$ cat src/rtl/wb_arbiter.sv
// Two-master Wishbone classic arbiter: instruction and data masters share the
// RAM slave bus. Round-robin on ties from idle, grant held for the owner's whole
// cyc, zero-bubble handoff, and a watchdog that terminates un-acked strobes
// with err.
module wb_arbiter #(
  parameter int TIMEOUT = 16
) (
  input  logic        clk,
  input  logic        reset,
  // instruction master
  input  logic [31:0] inst_addr,
  input  logic [31:0] inst_wdata,
  input  logic [3:0]  inst_sel,
  input  logic        inst_we,
  input  logic        inst_cyc,
  input  logic        inst_stb,
  output logic [31:0] inst_rdata,
  output logic        inst_ack,
  output logic        inst_err,
  // data master
  input  logic [31:0] data_addr,
  input  logic [31:0] data_wdata,
  input  logic [3:0]  data_sel,
  input  logic        data_we,
  input  logic        data_cyc,
  input  logic        data_stb,
  output logic [31:0] data_rdata,
  output logic        data_ack,
  output logic        data_err,
  // RAM slave
  output logic [31:0] ram_addr,
  output logic [31:0] ram_wdata,
  output logic [3:0]  ram_sel,
  output logic        ram_we,
  output logic        ram_cyc,
  output logic        ram_stb,
  input  logic [31:0] ram_rdata,
  input  logic        ram_ack
);

  // Counter must be able to hold TIMEOUT itself; keep at least one bit so a
  // disabled watchdog still elaborates cleanly.
  localparam int CW = (TIMEOUT > 0) ? $clog2(TIMEOUT + 1) : 1;
  localparam logic [CW-1:0] TO_VAL = CW'(TIMEOUT);

  typedef enum logic [1:0] {IDLE, OWN_I, OWN_D} state_t;

  state_t        state_reg, state_next;
  logic          last_reg, last_next;   // 1: data master was granted most recently
  logic [CW-1:0] cnt_reg, cnt_next;
  logic          owner_stb;
  logic          timeout;

  // Read data is broadcast; only ack/err tell a master the data is meant for it.
  assign inst_rdata = ram_rdata;
  assign data_rdata = ram_rdata;

  // Strobe of whichever master currently owns the bus (0 when idle).
  assign owner_stb = (state_reg == OWN_I) ? inst_stb :
                     (state_reg == OWN_D) ? data_stb : 1'b0;

  assign timeout = (TIMEOUT != 0) && (state_reg != IDLE) && (cnt_reg == TO_VAL);

  // State, round-robin pointer and watchdog registers.
  always_ff @(posedge clk) begin
    if (reset) begin
      state_reg <= IDLE;
      last_reg  <= 1'b1;
      cnt_reg   <= '0;
    end else begin
      state_reg <= state_next;
      last_reg  <= last_next;
      cnt_reg   <= cnt_next;
    end
  end

  // Grant/release decisions and watchdog counting.
  always_comb begin
    state_next = state_reg;
    last_next  = last_reg;
    cnt_next   = '0;
    case (state_reg)
      IDLE: begin
        if (inst_cyc && (!data_cyc || last_reg)) begin
          state_next = OWN_I;
          last_next  = 1'b0;
        end else if (data_cyc) begin
          state_next = OWN_D;
          last_next  = 1'b1;
        end
      end
      OWN_I: begin
        if (!inst_cyc) begin
          if (data_cyc) begin
            state_next = OWN_D;
            last_next  = 1'b1;
          end else begin
            state_next = IDLE;
          end
        end
      end
      OWN_D: begin
        if (!data_cyc) begin
          if (inst_cyc) begin
            state_next = OWN_I;
            last_next  = 1'b0;
          end else begin
            state_next = IDLE;
          end
        end
      end
      default: state_next = IDLE;
    endcase
    // Count only consecutive un-acked strobes within one ownership; a fired
    // timeout restarts the count so the master can retry or drop cyc.
    if ((state_next == state_reg) && (state_reg != IDLE) &&
        owner_stb && !ram_ack && !timeout) begin
      cnt_next = cnt_reg + CW'(1);
    end
  end

  // Bus mux toward the slave and termination routing back to the owner.
  always_comb begin
    ram_addr  = '0;
    ram_wdata = '0;
    ram_sel   = '0;
    ram_we    = 1'b0;
    ram_cyc   = 1'b0;
    ram_stb   = 1'b0;
    inst_ack  = 1'b0;
    inst_err  = 1'b0;
    data_ack  = 1'b0;
    data_err  = 1'b0;
    case (state_reg)
      OWN_I: begin
        ram_addr  = inst_addr;
        ram_wdata = inst_wdata;
        ram_sel   = inst_sel;
        ram_we    = inst_we;
        ram_cyc   = inst_cyc;
        ram_stb   = inst_stb & ~timeout;
        inst_ack  = ram_ack & ~timeout;
        inst_err  = timeout;
      end
      OWN_D: begin
        ram_addr  = data_addr;
        ram_wdata = data_wdata;
        ram_sel   = data_sel;
        ram_we    = data_we;
        ram_cyc   = data_cyc;
        ram_stb   = data_stb & ~timeout;
        data_ack  = ram_ack & ~timeout;
        data_err  = timeout;
      end
      default: ;
    endcase
  end

endmodule
$ cat config.mk
export PLATFORM = sky130hd
export DESIGN_NAME = wb_arbiter
export DESIGN_NICKNAME = d
export VERILOG_FILES = /design/src/rtl/wb_arbiter.sv
export SDC_FILE = /design/constraint.sdc
export NUM_CORES = 1
export LEC_CHECK = 0
export ABC_CLOCK_PERIOD_IN_PS = 6440
export BUFFER_PORTS_ARGS = -buffer_cell sky130_fd_sc_hd__buf_2
export CORE_AREA = 2 2 123 125
export DETAILED_ROUTE_END_ITERATION = 12
export DIE_AREA = 0 0 125 127
export HOLD_SLACK_MARGIN = 0.06
export SLEW_MARGIN = 25
export SYNTH_ARGS = -nofsm -noshare
export SYNTH_HDL_FRONTEND = slang
export SYNTH_SLANG_ARGS = --single-unit
$ cat constraint.sdc
create_clock -name clk -period 6.44 [get_ports clk]
set_input_delay 1.61 -clock clk [delete_from_list [all_inputs] [get_ports clk]]
set_output_delay 1.61 -clock clk [all_outputs]
set_load 0.02 [all_outputs]
---- Yosys cells after proc, flatten, opt, wreduce, memory -nomap -nowiden ----
Index checks and enable logic that the tools add are counted.
cells by class
  bitwise gates (word level) .............. 5
  add/sub/neg operators ................... 1
  muxes and demuxes ....................... 25
  eq/ne operators ......................... 7
  reductions and logical operators ........ 15
operator list
  cell                 count
  $pmux 32 s2          2
  $mux 1               12
  $mux 2               5
  $pmux 4 s2           1
  $logic_and 1x1->1    6
  $ne 2x2->1 const B   3
  $pmux 1 s2           3
  $pmux 2 s3           1
  $add 5x1->5 const B  1
  $eq 5x5->1 const B   1
  $reduce_and 4->1     1
  $and 1x1->1          3
  $logic_not 1->1      3
  $pmux 1 s3           1
  $reduce_bool 3->1    1
  $eq 2x1->1 const B   1
  $eq 2x2->1           1
  $eq 2x2->1 const B   1
  $logic_not 2->1      1
  $not 1->1            2
  $reduce_bool 2->1    1
  $reduce_or 2->1      1
  $logic_or 1x1->1     1
word-level totals
  logic and storage cells ................. 56
  flip-flop bits (word level) ............. 8
  bits of input ports ..................... 177

---- Depth between registers and ports, before layout ----
  depth after elaboration ................. 12
  gate-level depth with buffers ........... 8
  mapped depth without buffers ............ 6

---- Least setup slack after synthesis ----
Ideal clock, no wire load.
  kind .................................... input to output
  from .................................... in inst_cyc
  to ...................................... out ram_cyc
  path slack .............................. 2.644 ns
  cell stages on the path ................. 3
  buffers on the path ..................... 1
  arrival ................................. 2.186 ns
  path through ............................ buf_2 -> a22oi_1 -> nor2b_1
on the way
  word-level cells in the longest chain between the ends .. 1
ends and longest elaborated chain
  what         line  source
  from (decl)  15    input logic inst_cyc,
  $pmux 1 s2   134   case (state_reg)
  to (decl)    35    output logic ram_cyc,
Every way passes these cells.

---- Worst setup path after layout ----
  from .................................... reg state_reg[1]
  to ...................................... out ram_addr[21]
on the way
  word-level cells in the longest chain between the ends .. 2
  elaborated cells on any way between the ends .. 3
ends and longest elaborated chain
  what                                             line  source
  from (decl)                                      48    state_t state_reg, state_next;
  from (signal assigned)                           71    state_reg <= state_next;
  $eq 2x2->1 / $eq 2x1->1 (equally long branches)  134
  $pmux 32 s2 (*)                                  134
  to (decl)                                        31    output logic [31:0] ram_addr,
Every way passes the cells marked *; elsewhere a longest branch is shown, timed or not.

==> out/qor.yml <==
outcome: "finished, final reports clean"
clkTransAtPathRegs_ns: 0.04
htree_levels: 1
die_height_um: 127
final_min_period_over_clock_period_pct: 64.8
routed-via-count: 2629
finalHoldViolCount: 0
cts_buffer_count: 3
hold_path_class: "reg -> reg"
dp_worst_setup_slack_ns: 2.55
critical_path_peak_fanout: 38
largest_reg_flops: 5
post-route-min-period_ns: 4.18
route.final.wire_length_mm: 8.78
flop2flop_setup_slack_ns: 3.49
nNetsFinal: 632
postSynth.asyncResetShare_pct: 0
antenna_left: 0
post_synthesis_sequential_element_count: 8
grt_pass1_vias: 2380
path_delay_family: "buffers and inverters"
yosysTopAreaCell: "sky130_fd_sc_hd__a22oi_1"
placementRows: 44
critical_path.max_stage_delay_ns: 0.70
endpoint: "ram_addr[21]"
leakagePower_nw: 1.45
grt.overflow.total: 0
tightestPinTransition_ns: 0.803
max_cap_viol_count: 0
syn_inst: 314
synth_area_leaders: "sky130_fd_sc_hd__a22oi_1 (25%), sky130_fd_sc_hd__buf_4 (22%), sky130_fd_sc_hd__nor2b_1 (20%), sky130_fd_sc_hd__dfxtp_1 (7.3%), sky130_fd_sc_hd__clkbuf_1 (4.1%)"
hold_path_depth: 3
clk_root_buffer_cell: "sky130_fd_sc_hd__clkbuf_16"
setup.worst_path.end_class: "output pin"
gp_congestion: 0.685
place.detailed.hpwl_mm: 6.95
synth_cell_type_count: 32
worst-endpoint-arrival_ns: 2.57
synth_enable_flop_cells: 0
worst_r2r_endpoint: "cnt_reg[2]$_SDFF_PP0_"
synth.cell_area_mm2: 0.00220
clock.fmax_ghz: 0.239
tritoncts: "built"
postSynthAreaPerCell_um2: 7.01
synthToLayoutAreaGrowth_pct: 38.3
ff_to_ff_start: "state_reg[1]$_SDFF_PP0_"
synth-warning-count: 0
ys.flop_type: "sky130_fd_sc_hd__dfxtp_1"
cp.depth: 6
detail_route.drc_violations: 0
setup_repair_after_global_routing_missed_its_margin: "no"
ctsHoldBuffers: 0
global_route.usage.total_pct: 9.85
first_pass_detailed_route_iteration_total: 4
mappedNetlistNets: 498
cpMaxStageDelayCell: "sky130_fd_sc_hd__ha_2"
ioPinCount: 316
clock_latency_ns: 0.24
path_cells: "inv_1 -> ha_2 -> buf_4 -> a22oi_1 -> nor2b_1 -> buf_2"
synth.most_common_cell: "sky130_fd_sc_hd__a22oi_1"
vdd.ir_drop.worst_mv: 0.142
clock_tree.buffer_depth: 2
drt_iter0_markers: 152
synth_seq_area_share_pct: 7.28
pwr_density_cell_mw_per_mm2: 205
buffer_ports.inserted: 219
clock_skew_ns: 0.00527
design.die.area_mm2: 0.0159
grt_start_max_net_pins: 81
synth_common_cells: "sky130_fd_sc_hd__a22oi_1 (72), sky130_fd_sc_hd__nor2b_1 (71), sky130_fd_sc_hd__buf_4 (65)"
post_cts.resized_instances: 0
first_pass_grt_wire_length_mm: 12.9
worst-endpoint-required_ns: 4.83
wl_per_cell_um: 13.9
timing.final.max_slew_violations: 0
die_x_um: 125
max-slew-margin-rel_pct: 46.4
post-cts-setup-buffers: 0
tritoncts_num_sinks: 8
post_route_cells_drive_above_1_share_pct: 51.8
worstSetupStartpointType: "flop"
worst-path-buf-inv: 3
post-synth-top-area-fraction_pct: 24.6
starting_density_of_the_core_pct: 15.3
finalSetupViolations: 0
worst_slack_ns: 2.26
path_class: "reg -> out"
design.core.area_mm2: 0.0144
reg2regPathDepth: 6
final.setup.tns_ns: 0
antenna_found_initial: 1
via_per_inst: 4.17
crit_start: "state_reg[1]$_SDFF_PP0_"
-- logic make-up (layout without fill, tap and decap cells) --
family	count (synthesis)	in the layout	share of synthesized area [%]
DFF	8	8	7.28
adders and majority gates	7	7	3.98
buffers and inverters	99	231	28.1
AOI/OAI and AO/OA	86	86	29.6
muxes	1	1	0.455
and+or+nand+nor	110	110	29.4
other	0	1	0
xor gates and xnor gates	3	3	1.19
-- through the flow --
| stage | hold WS, ns | util [%] | instances | power [W] | instance area (um2) |
|---|---|---|---|---|---|
| after floorplan | 0.509 | - | 314 | 0.000427 | 2200 |
| after global placement | 0.536 | 20.5 | 627 | 0.000516 | 2960 |
| after detailed placement | 0.534 | 20.5 | 627 | 0.000516 | 2960 |
| after CTS | 0.540 | 21.0 | 630 | 0.000624 | 3030 |
| after global routing | 0.604 | 21.1 | 630 | 0.000674 | 3040 |
| final | 0.539 | 21.1 | 631 | 0.000624 | 3040 |
-- how the worst min path moves through the flow --
stage	from	end	slack, ns
2_1_floorplan	cnt_reg[0]$_SDFF_PP0_	cnt_reg[0]$_SDFF_PP0_	0.51
3_3_place_gp	cnt_reg[0]$_SDFF_PP0_	cnt_reg[0]$_SDFF_PP0_	0.54
3_5_place_dp	cnt_reg[0]$_SDFF_PP0_	cnt_reg[0]$_SDFF_PP0_	0.53
4_1_cts	cnt_reg[0]$_SDFF_PP0_	cnt_reg[0]$_SDFF_PP0_	0.54
5_1_grt	cnt_reg[4]$_SDFF_PP0_	cnt_reg[4]$_SDFF_PP0_	0.60
6_report	cnt_reg[0]$_SDFF_PP0_	cnt_reg[0]$_SDFF_PP0_	0.54
-- power by group --
part	switching, W	internal, W
sequential	0.00000813	0.0000544
clock	0.0000254	0.0000801
combinational	0.000265	0.000191
total	0.000299	0.000326
-- worst register-to-register path, stage by stage (launching register included) --
cell	delay, ns
sky130_fd_sc_hd__dfxtp_1	0.40
sky130_fd_sc_hd__inv_1	0.19
sky130_fd_sc_hd__ha_2	0.70
sky130_fd_sc_hd__buf_4	0.49
sky130_fd_sc_hd__o21ai_0	0.22
sky130_fd_sc_hd__a2111oi_2	0.68
sky130_fd_sc_hd__nor4_1	0.12
-- per-layer routing --
metal	global-route usage, %	wire length [um]	vias to the layer above
met2	15.9	4270	129
met5	0	0	-
met4	2.68	131	0
li1	-	-	1314
met3	2.76	740	19
met1	12.9	3640	1167
-- placed cells by master, fill, tap and decap left out, types with 2 or more instances in the layout --
cell / netlist / routed
sky130_fd_sc_hd__nor4_1: 6 / 6
sky130_fd_sc_hd__nand2_1: 11 / 11
sky130_fd_sc_hd__nor2_1: 5 / 5
sky130_fd_sc_hd__inv_1: 7 / 7
sky130_fd_sc_hd__xor2_1: 2 / 2
sky130_fd_sc_hd__a31oi_1: 2 / 2
sky130_fd_sc_hd__buf_4: 65 / 2
sky130_fd_sc_hd__and3_1: 3 / 3
sky130_fd_sc_hd__o21ai_0: 3 / 3
sky130_fd_sc_hd__nor3_1: 3 / 3
sky130_fd_sc_hd__nand3_1: 4 / 4
sky130_fd_sc_hd__ha_1: 7 / 4
sky130_fd_sc_hd__nor2b_1: 71 / 71
sky130_fd_sc_hd__ha_2: 0 / 2
sky130_fd_sc_hd__nand2b_1: 2 / 2
sky130_fd_sc_hd__a21oi_1: 3 / 3
sky130_fd_sc_hd__clkbuf_16: 0 / 3
sky130_fd_sc_hd__a22oi_1: 72 / 72
sky130_fd_sc_hd__dfxtp_1: 8 / 8
sky130_fd_sc_hd__buf_2: 3 / 219
-- final cells by class --
type	instances	area, um2
antenna	1	2.50
clock buffer	3	75.1
fill	1670	11400
inverter	7	26.3
multi-input combinational	207	1440
sequential	8	160
tap	184	230
timing repair buffer	221	1110
No activity file was read; power rests on OpenSTA's default activity.
